<file path="src/rtl/fifo_rd_pkg.sv">
// Shared types and defaults for the FIFO burst reader.
package fifo_rd_pkg;

    typedef enum logic [1:0] {
        IDLE  = 2'd0,
        READ  = 2'd1,
        DRAIN = 2'd2,
        DONE  = 2'd3
    } state_t;

    localparam int DATA_W_DEF    = 8;
    localparam int LEN_W_DEF     = 8;
    localparam int BUF_DEPTH_MIN = 3;

endpackage

</file>
<file path="src/rtl/fifo_rd_skid_buf.sv">
// Purpose: small circular output buffer between FIFO read data and the byte stream.
// Latency: a pushed byte is visible on out_data the cycle after the push.
// Backpressure: holds head stable while out_ready is low; caller must never push when full.
module fifo_rd_skid_buf
    import fifo_rd_pkg::*;
#(
    parameter int DATA_W    = DATA_W_DEF,
    parameter int BUF_DEPTH = BUF_DEPTH_MIN,
    parameter int OCC_W     = $clog2(BUF_DEPTH + 1)
) (
    input  logic              clk,
    input  logic              rst,
    input  logic              push,
    input  logic [DATA_W-1:0] push_data,
    input  logic              pop,
    output logic [OCC_W-1:0]  occ,
    output logic              out_valid,
    output logic [DATA_W-1:0] out_data
);

    localparam int PTR_W = (BUF_DEPTH > 1) ? $clog2(BUF_DEPTH) : 1;
    localparam logic [PTR_W-1:0] PTR_LAST = PTR_W'(BUF_DEPTH - 1);

    logic [PTR_W-1:0]  wr_ptr_q, wr_ptr_d;
    logic [PTR_W-1:0]  rd_ptr_q, rd_ptr_d;
    logic [OCC_W-1:0]  occ_q, occ_d;
    logic [DATA_W-1:0] mem_q [BUF_DEPTH];
    logic [DATA_W-1:0] mem_d [BUF_DEPTH];
    logic              do_pop;

    always_comb begin
        do_pop   = pop && (occ_q != '0);
        wr_ptr_d = wr_ptr_q;
        rd_ptr_d = rd_ptr_q;
        occ_d    = occ_q;
        mem_d    = mem_q;
        if (push) begin
            mem_d[wr_ptr_q] = push_data;
            wr_ptr_d        = (wr_ptr_q == PTR_LAST) ? '0 : wr_ptr_q + 1'b1;
        end
        if (do_pop) begin
            rd_ptr_d = (rd_ptr_q == PTR_LAST) ? '0 : rd_ptr_q + 1'b1;
        end
        if (push && !do_pop) begin
            occ_d = occ_q + 1'b1;
        end else if (!push && do_pop) begin
            occ_d = occ_q - 1'b1;
        end
    end

    always_ff @(posedge clk) begin
        if (rst) begin
            wr_ptr_q <= '0;
            rd_ptr_q <= '0;
            occ_q    <= '0;
        end else begin
            wr_ptr_q <= wr_ptr_d;
            rd_ptr_q <= rd_ptr_d;
            occ_q    <= occ_d;
        end
    end

    // Storage needs no reset: out_data is forced to zero whenever the buffer is empty.
    always_ff @(posedge clk) begin
        mem_q <= mem_d;
    end

    assign occ       = occ_q;
    assign out_valid = (occ_q != '0);
    assign out_data  = out_valid ? mem_q[rd_ptr_q] : '0;

endmodule

</file>
<file path="src/rtl/fifo_burst_reader.sv">
// Purpose: pops burst_len bytes from a 1-cycle-latency FIFO and streams them out (optional FIFO_RD_TIMEOUT_EN abort).
// Latency: first fifo_rd_en the cycle after start is sampled; out_valid 2 cycles after the first accepted read.
// Backpressure: reads stop while buffered + in-flight bytes fill BUF_DEPTH; out_ready never reaches fifo_rd_en.
module fifo_burst_reader
    import fifo_rd_pkg::*;
#(
    parameter int DATA_W      = DATA_W_DEF,
    parameter int LEN_W       = LEN_W_DEF,
    parameter int BUF_DEPTH   = BUF_DEPTH_MIN,
    parameter int TIMEOUT_CYC = 64
) (
    input  logic              clk,
    input  logic              rst,
    input  logic              start,
    input  logic [LEN_W-1:0]  burst_len,
    output logic              busy,
    output logic              done,
    output logic              err,
    output logic              fifo_rd_en,
    input  logic              fifo_empty,
    input  logic              fifo_rd_block,
    input  logic [DATA_W-1:0] fifo_rd_data,
    output logic              out_valid,
    input  logic              out_ready,
    output logic [DATA_W-1:0] out_data
);

    localparam int OCC_W = $clog2(BUF_DEPTH + 1);

    state_t            state_q, state_d;
    logic [LEN_W-1:0]  len_q, len_d;
    logic [LEN_W-1:0]  issued_q, issued_d;
    logic [LEN_W-1:0]  delivered_q, delivered_d;
    logic              inflight_q, inflight_d;
    logic [OCC_W-1:0]  occ;
    logic [OCC_W-1:0]  occ_next;
    logic              room, rd_acc, pop, drain_done;
    logic              timeout_hit, abort_path;

    fifo_rd_skid_buf #(
        .DATA_W    (DATA_W),
        .BUF_DEPTH (BUF_DEPTH),
        .OCC_W     (OCC_W)
    ) u_buf (
        .clk       (clk),
        .rst       (rst),
        .push      (inflight_q),
        .push_data (fifo_rd_data),
        .pop       (pop),
        .occ       (occ),
        .out_valid (out_valid),
        .out_data  (out_data)
    );

    // Room is judged on registered occupancy plus the byte still in flight.
    assign room       = ({1'b0, occ} + (OCC_W+1)'(inflight_q)) < (OCC_W+1)'(BUF_DEPTH);
    assign fifo_rd_en = (state_q == READ) && !fifo_empty && (issued_q < len_q) && room;
    assign rd_acc     = fifo_rd_en && !fifo_rd_block;
    assign pop        = out_valid && out_ready;
    assign occ_next   = occ + OCC_W'(inflight_q) - OCC_W'(pop);
    assign busy       = (state_q != IDLE);
    assign done       = (state_q == DONE);

`ifdef FIFO_RD_TIMEOUT_EN
    localparam int TMO_W = $clog2(TIMEOUT_CYC + 1);

    logic [TMO_W-1:0] tmo_cnt_q, tmo_cnt_d;
    logic             aborted_q, aborted_d;

    always_comb begin
        tmo_cnt_d = tmo_cnt_q;
        aborted_d = aborted_q;
        if ((state_q != READ) || rd_acc) begin
            tmo_cnt_d = '0;
        end else if ((issued_q < len_q) && !inflight_q) begin
            tmo_cnt_d = tmo_cnt_q + 1'b1;
        end
        timeout_hit = (state_q == READ) && (tmo_cnt_d == TMO_W'(TIMEOUT_CYC));
        if (state_q == IDLE) begin
            aborted_d = 1'b0;
        end else if (timeout_hit) begin
            aborted_d = 1'b1;
        end
    end

    always_ff @(posedge clk) begin
        if (rst) begin
            tmo_cnt_q <= '0;
            aborted_q <= 1'b0;
        end else begin
            tmo_cnt_q <= tmo_cnt_d;
            aborted_q <= aborted_d;
        end
    end

    assign abort_path = aborted_q;
    assign err        = done && aborted_q;
`else
    assign timeout_hit = 1'b0;
    assign abort_path  = 1'b0;
    assign err         = 1'b0;
`endif

    always_comb begin
        state_d     = state_q;
        len_d       = len_q;
        issued_d    = issued_q;
        delivered_d = delivered_q;
        inflight_d  = rd_acc;
        if (rd_acc) begin
            issued_d = issued_q + 1'b1;
        end
        if (pop) begin
            delivered_d = delivered_q + 1'b1;
        end
        // Leave DRAIN on the pop of the last byte so done follows it by one cycle.
        drain_done = !inflight_q && (occ_next == '0) &&
                     (abort_path || (delivered_d == len_q));
        case (state_q)
            IDLE: begin
                if (start) begin
                    len_d       = burst_len;
                    issued_d    = '0;
                    delivered_d = '0;
                    state_d     = (burst_len == '0) ? DONE : READ;
                end
            end
            READ: begin
                if (timeout_hit || (issued_d == len_q)) begin
                    state_d = DRAIN;
                end
            end
            DRAIN: begin
                if (drain_done) begin
                    state_d = DONE;
                end
            end
            DONE:    state_d = IDLE;
            default: state_d = IDLE;
        endcase
    end

    always_ff @(posedge clk) begin
        if (rst) begin
            state_q     <= IDLE;
            len_q       <= '0;
            issued_q    <= '0;
            delivered_q <= '0;
            inflight_q  <= 1'b0;
        end else begin
            state_q     <= state_d;
            len_q       <= len_d;
            issued_q    <= issued_d;
            delivered_q <= delivered_d;
            inflight_q  <= inflight_d;
        end
    end

endmodule
</file>
<file path="config.mk">
export PLATFORM = sky130hd
export DESIGN_NAME = fifo_burst_reader
export DESIGN_NICKNAME = d
export VERILOG_FILES = /design/src/rtl/fifo_rd_pkg.sv /design/src/rtl/fifo_rd_skid_buf.sv /design/src/rtl/fifo_burst_reader.sv
export SDC_FILE = /design/constraint.sdc
export NUM_CORES = 1
export LEC_CHECK = 0
export CELL_PAD_IN_SITES_DETAIL_PLACEMENT = 0
export CELL_PAD_IN_SITES_GLOBAL_PLACEMENT = 1
export CORE_ASPECT_RATIO = 0.8
export CORE_UTILIZATION = 44
export DETAILED_ROUTE_END_ITERATION = 10
export GPL_TIMING_DRIVEN = 0
export PLACE_DENSITY_LB_ADDON = 0.1
export SYNTH_ARGS = -nofsm -noshare
export SYNTH_HDL_FRONTEND = slang
export SYNTH_SLANG_ARGS = --single-unit
</file>
<file path="constraint.sdc">
create_clock -name clk -period 4.15 [get_ports clk]
set_input_delay 1.0375 -clock clk [delete_from_list [all_inputs] [get_ports clk]]
set_output_delay 1.0375 -clock clk [all_outputs]
set_load 0.03 [all_outputs]
</file>
==> metrics.md <==
| Metric | Value |
|---|---|
| Sequential element share of the synthesized area | `0.431` |
| Compound-cell area share of the yosys netlist | `0.121` |
| Wire length of the first global-routing pass | `11400 µm` |
| Main combinational cell family by area after synthesis | `simple AND/OR/NAND/NOR gates` |
| Unrepaired setup endpoints after global routing | `false` |
| Slowest-stage cell, CP | `sky130_fd_sc_hd__clkdlybuf4s50_1` |
| Upper clock frequency limit | `254 MHz` |
| Total clock buffers created by CTS | `9` |
| Pin count of the biggest net entering global routing | `11` |
| DRT antenna net count | `0` |
| Post-synth net total | `370` |
| Share of synthesized flip-flops with an asynchronous set or reset | `0` |
| # port buffers | `31` |
| Clock network latency to the later pin of the worst-skew pair | `340 ps` |
| Total count of max-transition violations in the final report | `0` |
| Row Count | `27` |
| Post-route clock skew | `7.21 ps` |
| Number of enable flip-flop cells after synthesis | `24` |
| Highest fanout seen on the critical path | `10` |
| Number of search-and-repair iterations in the first detailed-routing pass | `5` |
| Cell types occupying the most area after synthesis | `sky130_fd_sc_hd__edfxtp_1 (22%), sky130_fd_sc_hd__dfxtp_1 (21%), sky130_fd_sc_hd__ha_1 (7.4%)` |
| P per Cell Area | `534 nW/µm²` |
| Leakage power | `1.34 nW` |
| Smallest setup slack after layout | `211 ps` |
| Count of mapped cells out of synthesis | `329` |
| Total die area | `7630 µm²` |
| Tightest Pin Transition | `~1400 ps` |
| Count of final hold-check violations | `0` |
| X dimension of the die | `97.4 µm` |
| Hold Path Class | `reg2reg` |
| Number of nets in the layout | `410` |
| Count of hold-fix buffers inserted at cts | `0` |
| Result of the run | `finished, final reports clean` |
| Most frequently used flop master after synthesis | `sky130_fd_sc_hd__dfxtp_1` |
| Cell type contributing the most total cell area after synthesis | `sky130_fd_sc_hd__edfxtp_1` |
| Setup violators final | `0` |
| Category of cells accounting for the largest share of critical-path delay | `buffers and inverters` |
| Share of synthesized cell area in full adder, half adder and majority cells | `0.0742` |
| Reported max-cap violation count | `0` |
| Residual DRC count | `0` |
| Clock sinks | `57` |
| Aggregate negative setup slack | `0 ps` |
| Cell-by-cell trace of the critical path | `inv_1 > ha_1 > a211oi_1 > a31oi_4 > buf_2 > nor2_1 > clkdlybuf4s50_1` |
| Die Ht | `78.3 µm` |
| Crit Reg-Reg Startpoint | `u_buf.occ[0]` |
| Avg Inst Size Synth | `9.74 µm²` |
| Starting density of the core | `0.460` |
| Antenna cell count | `0` |
| Mux share of post-synthesis cell area | `0.0344` |
| Worst stage delay on the critical path | `670 ps` |
| Share of the clock period used by the worst path | `0.949` |
| Yosys top cell area share | `0.225` |
| Slew HR | `0.0920` |
| Combined area of all synthesized cells | `3200 µm²` |
| Post-placement setup slack | `35.9 ps` |
| Number of buffers on the longest clock path | `2` |
| Worst vdd rail ir drop | `0.327 mV` |
| Worst Path Required | `3110 ps` |
| Arrival time reported for the critical path endpoint | `2900 ps` |
| Commonest cells in the netlist | `sky130_fd_sc_hd__nor2_1 (46), sky130_fd_sc_hd__dfxtp_1 (33), sky130_fd_sc_hd__edfxtp_1 (24), sky130_fd_sc_hd__a21oi_1 (23)` |
| Proportion of layout cells with a drive suffix above 1 | `0.0882` |
| Number of global-route vias before repair | `2314` |
| Overall overflow remaining after global route | `0` |
| Clock transition at the register clock pins on the worst setup and hold paths after CTS | `60 ps` |
| Total global routing track utilization | `0.198` |
| Core region area | `6960 µm²` |
| Number of warning messages in the yosys log | `0` |
| Startpoint-to-endpoint class of the critical path | `reg2out` |
| Area growth from synthesis to layout | `20.0%` |
| Wire length per cell | `between 15 and 20 µm` |
| Drt total wl | `6940 µm` |
| I/O Pins | `35` |
| Total setup buffers inserted after CTS | `0` |
| Worst hold margin | `499 ps` |
| Cell with the most instances after synthesis | `sky130_fd_sc_hd__nor2_1` |
| Initial antenna violation count | `0` |
| Clock H-tree levels | `3` |
| Number of vias per cell after detailed routing | `5.23` |
| Post-cts sizing count | `0` |
| Detailed-placement wirelength estimate | `5210 µm` |
| Startpoint type of the worst setup path | `flop` |
| Final weighted congestion in routability-driven placement | `0.810` |
| Simple-gate share of the synthesized area | `0.201` |
| Xor and xnor fraction of the mapped netlist area | `0.0937` |
| Root buf cell | `sky130_fd_sc_hd__clkbuf_8` |
| Shortest clock period the worst path allows after layout | `3940 ps` |
| Number of DRC violations after detailed-routing iteration 0 | `169` |
| Bufs and invs on worst path | `3` |
| CP Capture Type | `output pin` |
| Number of flip-flops and latches in the synthesized netlist | `57` |
| Launch point of the worst hold path | `len_q[6]` |
| CTS tree | `done` |
| Vias | `2409` |
| Post-synthesis cell type count | `62` |
| Beginning of the critical path | `len_q[5]` |
[metal layers]
layer | global-route usage | routed length, µm
met5 | 0 | 0
met1 | 0.282 | 3610
met4 | 0.0662 | 75
met3 | 0.0579 | 384
met2 | 0.288 | 2870
[where the power goes]
part	total, mW	switching (mW)	internal, mW
registers	0.667	0.0432	0.623
clock network	0.590	0.220	0.370
logic	0.798	0.469	0.329
total	2.05	0.732	1.32
[sequential cells by signal, summed over array words and instances, names as in the netlist]
name	count
delivered_q	8
state_q	2
len_q	8
inflight_q	1
u_buf.occ	2
u_buf.rd_ptr_q	2
u_buf.mem_q	24
issued_q	8
u_buf.wr_ptr_q	2
[cells in the final DEF (no fill, tap or decap), types with 3 or more instances in the layout]
cell,netlist,routed
sky130_fd_sc_hd__xnor2_1,21,21
sky130_fd_sc_hd__dfxtp_1,33,33
sky130_fd_sc_hd__nand3_1,16,16
sky130_fd_sc_hd__nor3b_2,2,3
sky130_fd_sc_hd__nor2_1,46,46
sky130_fd_sc_hd__a21oi_1,23,23
sky130_fd_sc_hd__nor2b_1,3,3
sky130_fd_sc_hd__clkbuf_8,0,11
sky130_fd_sc_hd__edfxtp_1,24,24
sky130_fd_sc_hd__ha_1,19,19
sky130_fd_sc_hd__clkbuf_1,14,14
sky130_fd_sc_hd__nand2_1,21,21
sky130_fd_sc_hd__clkdlybuf4s50_1,0,31
sky130_fd_sc_hd__inv_1,17,17
sky130_fd_sc_hd__nor4_1,5,5
sky130_fd_sc_hd__xor2_1,8,8
sky130_fd_sc_hd__mux2i_1,11,11
sky130_fd_sc_hd__nor3_1,7,7
sky130_fd_sc_hd__nand2b_1,3,3
[stage by stage]
step                      area, µm²  power (mW)  cells   util
after CTS                      3850        2.08    463  0.553
after global placement         3620        1.47    447  0.521
final                          3840        2.05    461  0.552
after floorplan                3200        1.23    329      -
after global routing           3840        2.18    461  0.552
after detailed placement       3620        1.48    447  0.521
[path summary, 6_finish.rpt]
kind	to	slack, ps	cells past startpoint
setup / recovery	fifo_rd_en	210	7
hold / removal	len_q[6]	500	2
setup reg to reg	state_q[0]	810	14
hold reg to reg	len_q[6]	500	2
[tightest hold or removal path: stages (launching register included)]
cell	delay, ps
sky130_fd_sc_hd__dfxtp_1	340
sky130_fd_sc_hd__nand2_1	60
sky130_fd_sc_hd__a21oi_1	50
[cell type report]
class	instances	area, µm²
tap	87	109
inverter	18	67.6
clock buffer	13	159
multi-input combinational	237	1690
clock inverter	3	63.8
buffer	15	61.3
fill	662	3120
sequential	57	1380
timing repair buffer	31	310
[cell families (layout without fill, tap and decap cells)]
logic type               Yosys count  count (layout)
flip-flops                        57              57
multiplexers                      11              11
XOR/XNOR                          31              31
other                              1               1
AO/OA/AOI/OAI                     52              52
AND/OR/NAND/NOR                  123             123
adder cells (fa/ha/maj)           19              19
buffers and inverters             35              80
Note: power is estimated with default switching activity, not from simulation.
==> RTL change (same settings) <==
Change the package constant `LEN_W_DEF` from 8 to 16.
--- a/src/rtl/fifo_rd_pkg.sv
+++ b/src/rtl/fifo_rd_pkg.sv
@@ -10,5 +10,5 @@
 
     localparam int DATA_W_DEF    = 8;
-    localparam int LEN_W_DEF     = 8;
+    localparam int LEN_W_DEF     = 16;
     localparam int BUF_DEPTH_MIN = 3;
 
Ports: changed (resized burst_len); port bits go from 35 to 43. No check against the original RTL was run, so the function may have changed too.
==> RTL change against the unedited design <==
Register-to-register slack got worse by 620 ps; final area rose by 55%; critical path depth rose by 3; sequential cell count rose by 24; final cell count rose by 68%; sequential share of layout area fell by 4.6 points; count of clock-buffer cells in the layout fell by 3; setup slack got worse by 93 ps; total power rose by 32%; synthesized area rose by 56%; first-iteration DRC count rose by 130%; sequential power rose by 40%; hold slack improved by 25 ps; routed wire length rose by 99%; critical path type is now input pin to register; critical endpoint is now state_q[1]$_SDFFE_PP0P_.
==> RTL change: results (changes against the unedited design) <==
| Metric | Value |
|---|---|
| DRC violation total after the first TritonRoute iteration | `396 (+130%)` |
| Slew @ Worst Pin | `792 ps (-560 ps)` |
| Final std cells w/o fill | `774 (+68%)` |
| DR WL/cell | `17.9 um (+19%)` |
| Register area share after synthesis | `37.2% (-5.9 points)` |
| Post-synth top cells | `nor2_1 (69), nand2_1 (58), dfxtp_1 (57), a21oi_1 (43), xnor2_1 (32)` |
| Cells after DPL | `756 (+69%)` |
| Gr usage total | `24.7% (+4.8 points)` |
| Syn Inst Count | `571 (+74%)` |
| Area share of fa/ha/maj cells after synthesis | `6.75% (-0.67 points)` |
| Nets | `682 (+66%)` |
| LEAKAGE | `2.20 nW (+64%)` |
| Status | `finished, final reports clean` |
| Post-synthesis xor/xnor area fraction | `10.0% (+0.67 points)` |
| Routability cong. | `0.925 (+14%)` |
| Dpl hpwl | `10600 um (+100%)` |
| Maximum vdd drop | `0.000246 V (-25%)` |
| DR vias/cell | `5.67 (+8.4%)` |
| Compound-Gate Fraction of Synth Area | `14.1% (+1.9 points)` |
| Layout cells sized above 1 | `9.21% (+0.38 points)` |
| Largest net degree at the start of global routing | `16 (+5)` |
| Post-synthesis cell type count | `75 (+21%)` |
| Worst path arrival time | `4260 ps (+1360 ps)` |
| Crit path max fanout | `8 (-2)` |
| Port bufs | `40 (+29%)` |
==> RTL change: worst paths after layout <==
check | startpoint | endpoint | slack [ps] | cells after the start
setup / recovery | fifo_empty | state_q[1]$_SDFFE_PP0P_ | 120 | 10
hold / removal | len_q[5]$_SDFFE_PP0P_ | len_q[5]$_SDFFE_PP0P_ | 520 | 2
hold reg to reg | len_q[5]$_SDFFE_PP0P_ | len_q[5]$_SDFFE_PP0P_ | 520 | 2
setup reg to reg | len_q[1]$_SDFFE_PP0P_ | state_q[1]$_SDFFE_PP0P_ | 190 | 11
==> RTL change: layout make-up <==
class / count / share of cell area [%]
Multi-Input combinational cell: 430 / 49.4
Sequential cell: 81 / 31.4
Timing Repair Buffer: 44 / 7.16
Clock buffer: 10 / 3.85
Tap cell: 144 / 3.03
Buffer: 28 / 2.40
Inverter: 31 / 1.96
Clock inverter: 6 / 0.821
==> RTL change: timing repair <==
| action | in CTS | in global routing |
|---|---|---|
| endpoints found under the setup margin | 3 | 3 |
| pin swaps | 2 | 3 |
| cloned | 0 | 0 |
| hold buffers | 0 | 0 |
| resized for setup | 14 | 3 |
| buffers inserted | 3 | 0 |
==> RTL change: cells by family (layout without fill, tap and decap cells) <==
logic type      count (synthesis)  count (layout)
compound gates                101             101
mux                            13              13
xor+xnor                       55              55
fa+ha+maj                      27              27
flops                          81              81
simple gates                  233             233
other cells                     1               1
buf+inv                        60             119
==> RTL change: critical path: stages <==
cell and delay, ps:
clkdlybuf4s50_1 440, nor4b_1 310, o211ai_1 270, a311oi_4 530, nand3_1 320, mux2i_1 350
o221ai_1 210, o41ai_2 270, o211ai_2 190, mux2_4 320
==> RTL change: layer usage <==
metal,global-route usage [%],part of all wire [%]
met1,36.9,51
met2,34.1,40
met3,6.57,7.0
met4,7.60,2.1
met5,0,0
==> RTL change: metrics by stage <==
step	TNS [ps]	area [um^2]	utilization, %	setup WS [ps]	hold WS (ps)
finish	0	5940	54.2	118	525
global route	0	5940	54.2	5.78	560
CTS	0	5930	54.1	36.8	517
detailed placement	-1940	5590	51.0	-993	504
global placement	-1940	5590	50.9	-1010	492
floorplan	0	5010	-	51.1	462
==> RTL change: where the power goes <==
group | switching [mW] | leakage [nW] | total [mW] | internal, mW
Sequential | 0.0716 | 0.679 | 0.936 | 0.864
Combinational | 0.598 | 1.38 | 1.02 | 0.424
Clock | 0.344 | 0.134 | 0.757 | 0.414
Total | 1.01 | 2.20 | 2.72 | 1.70
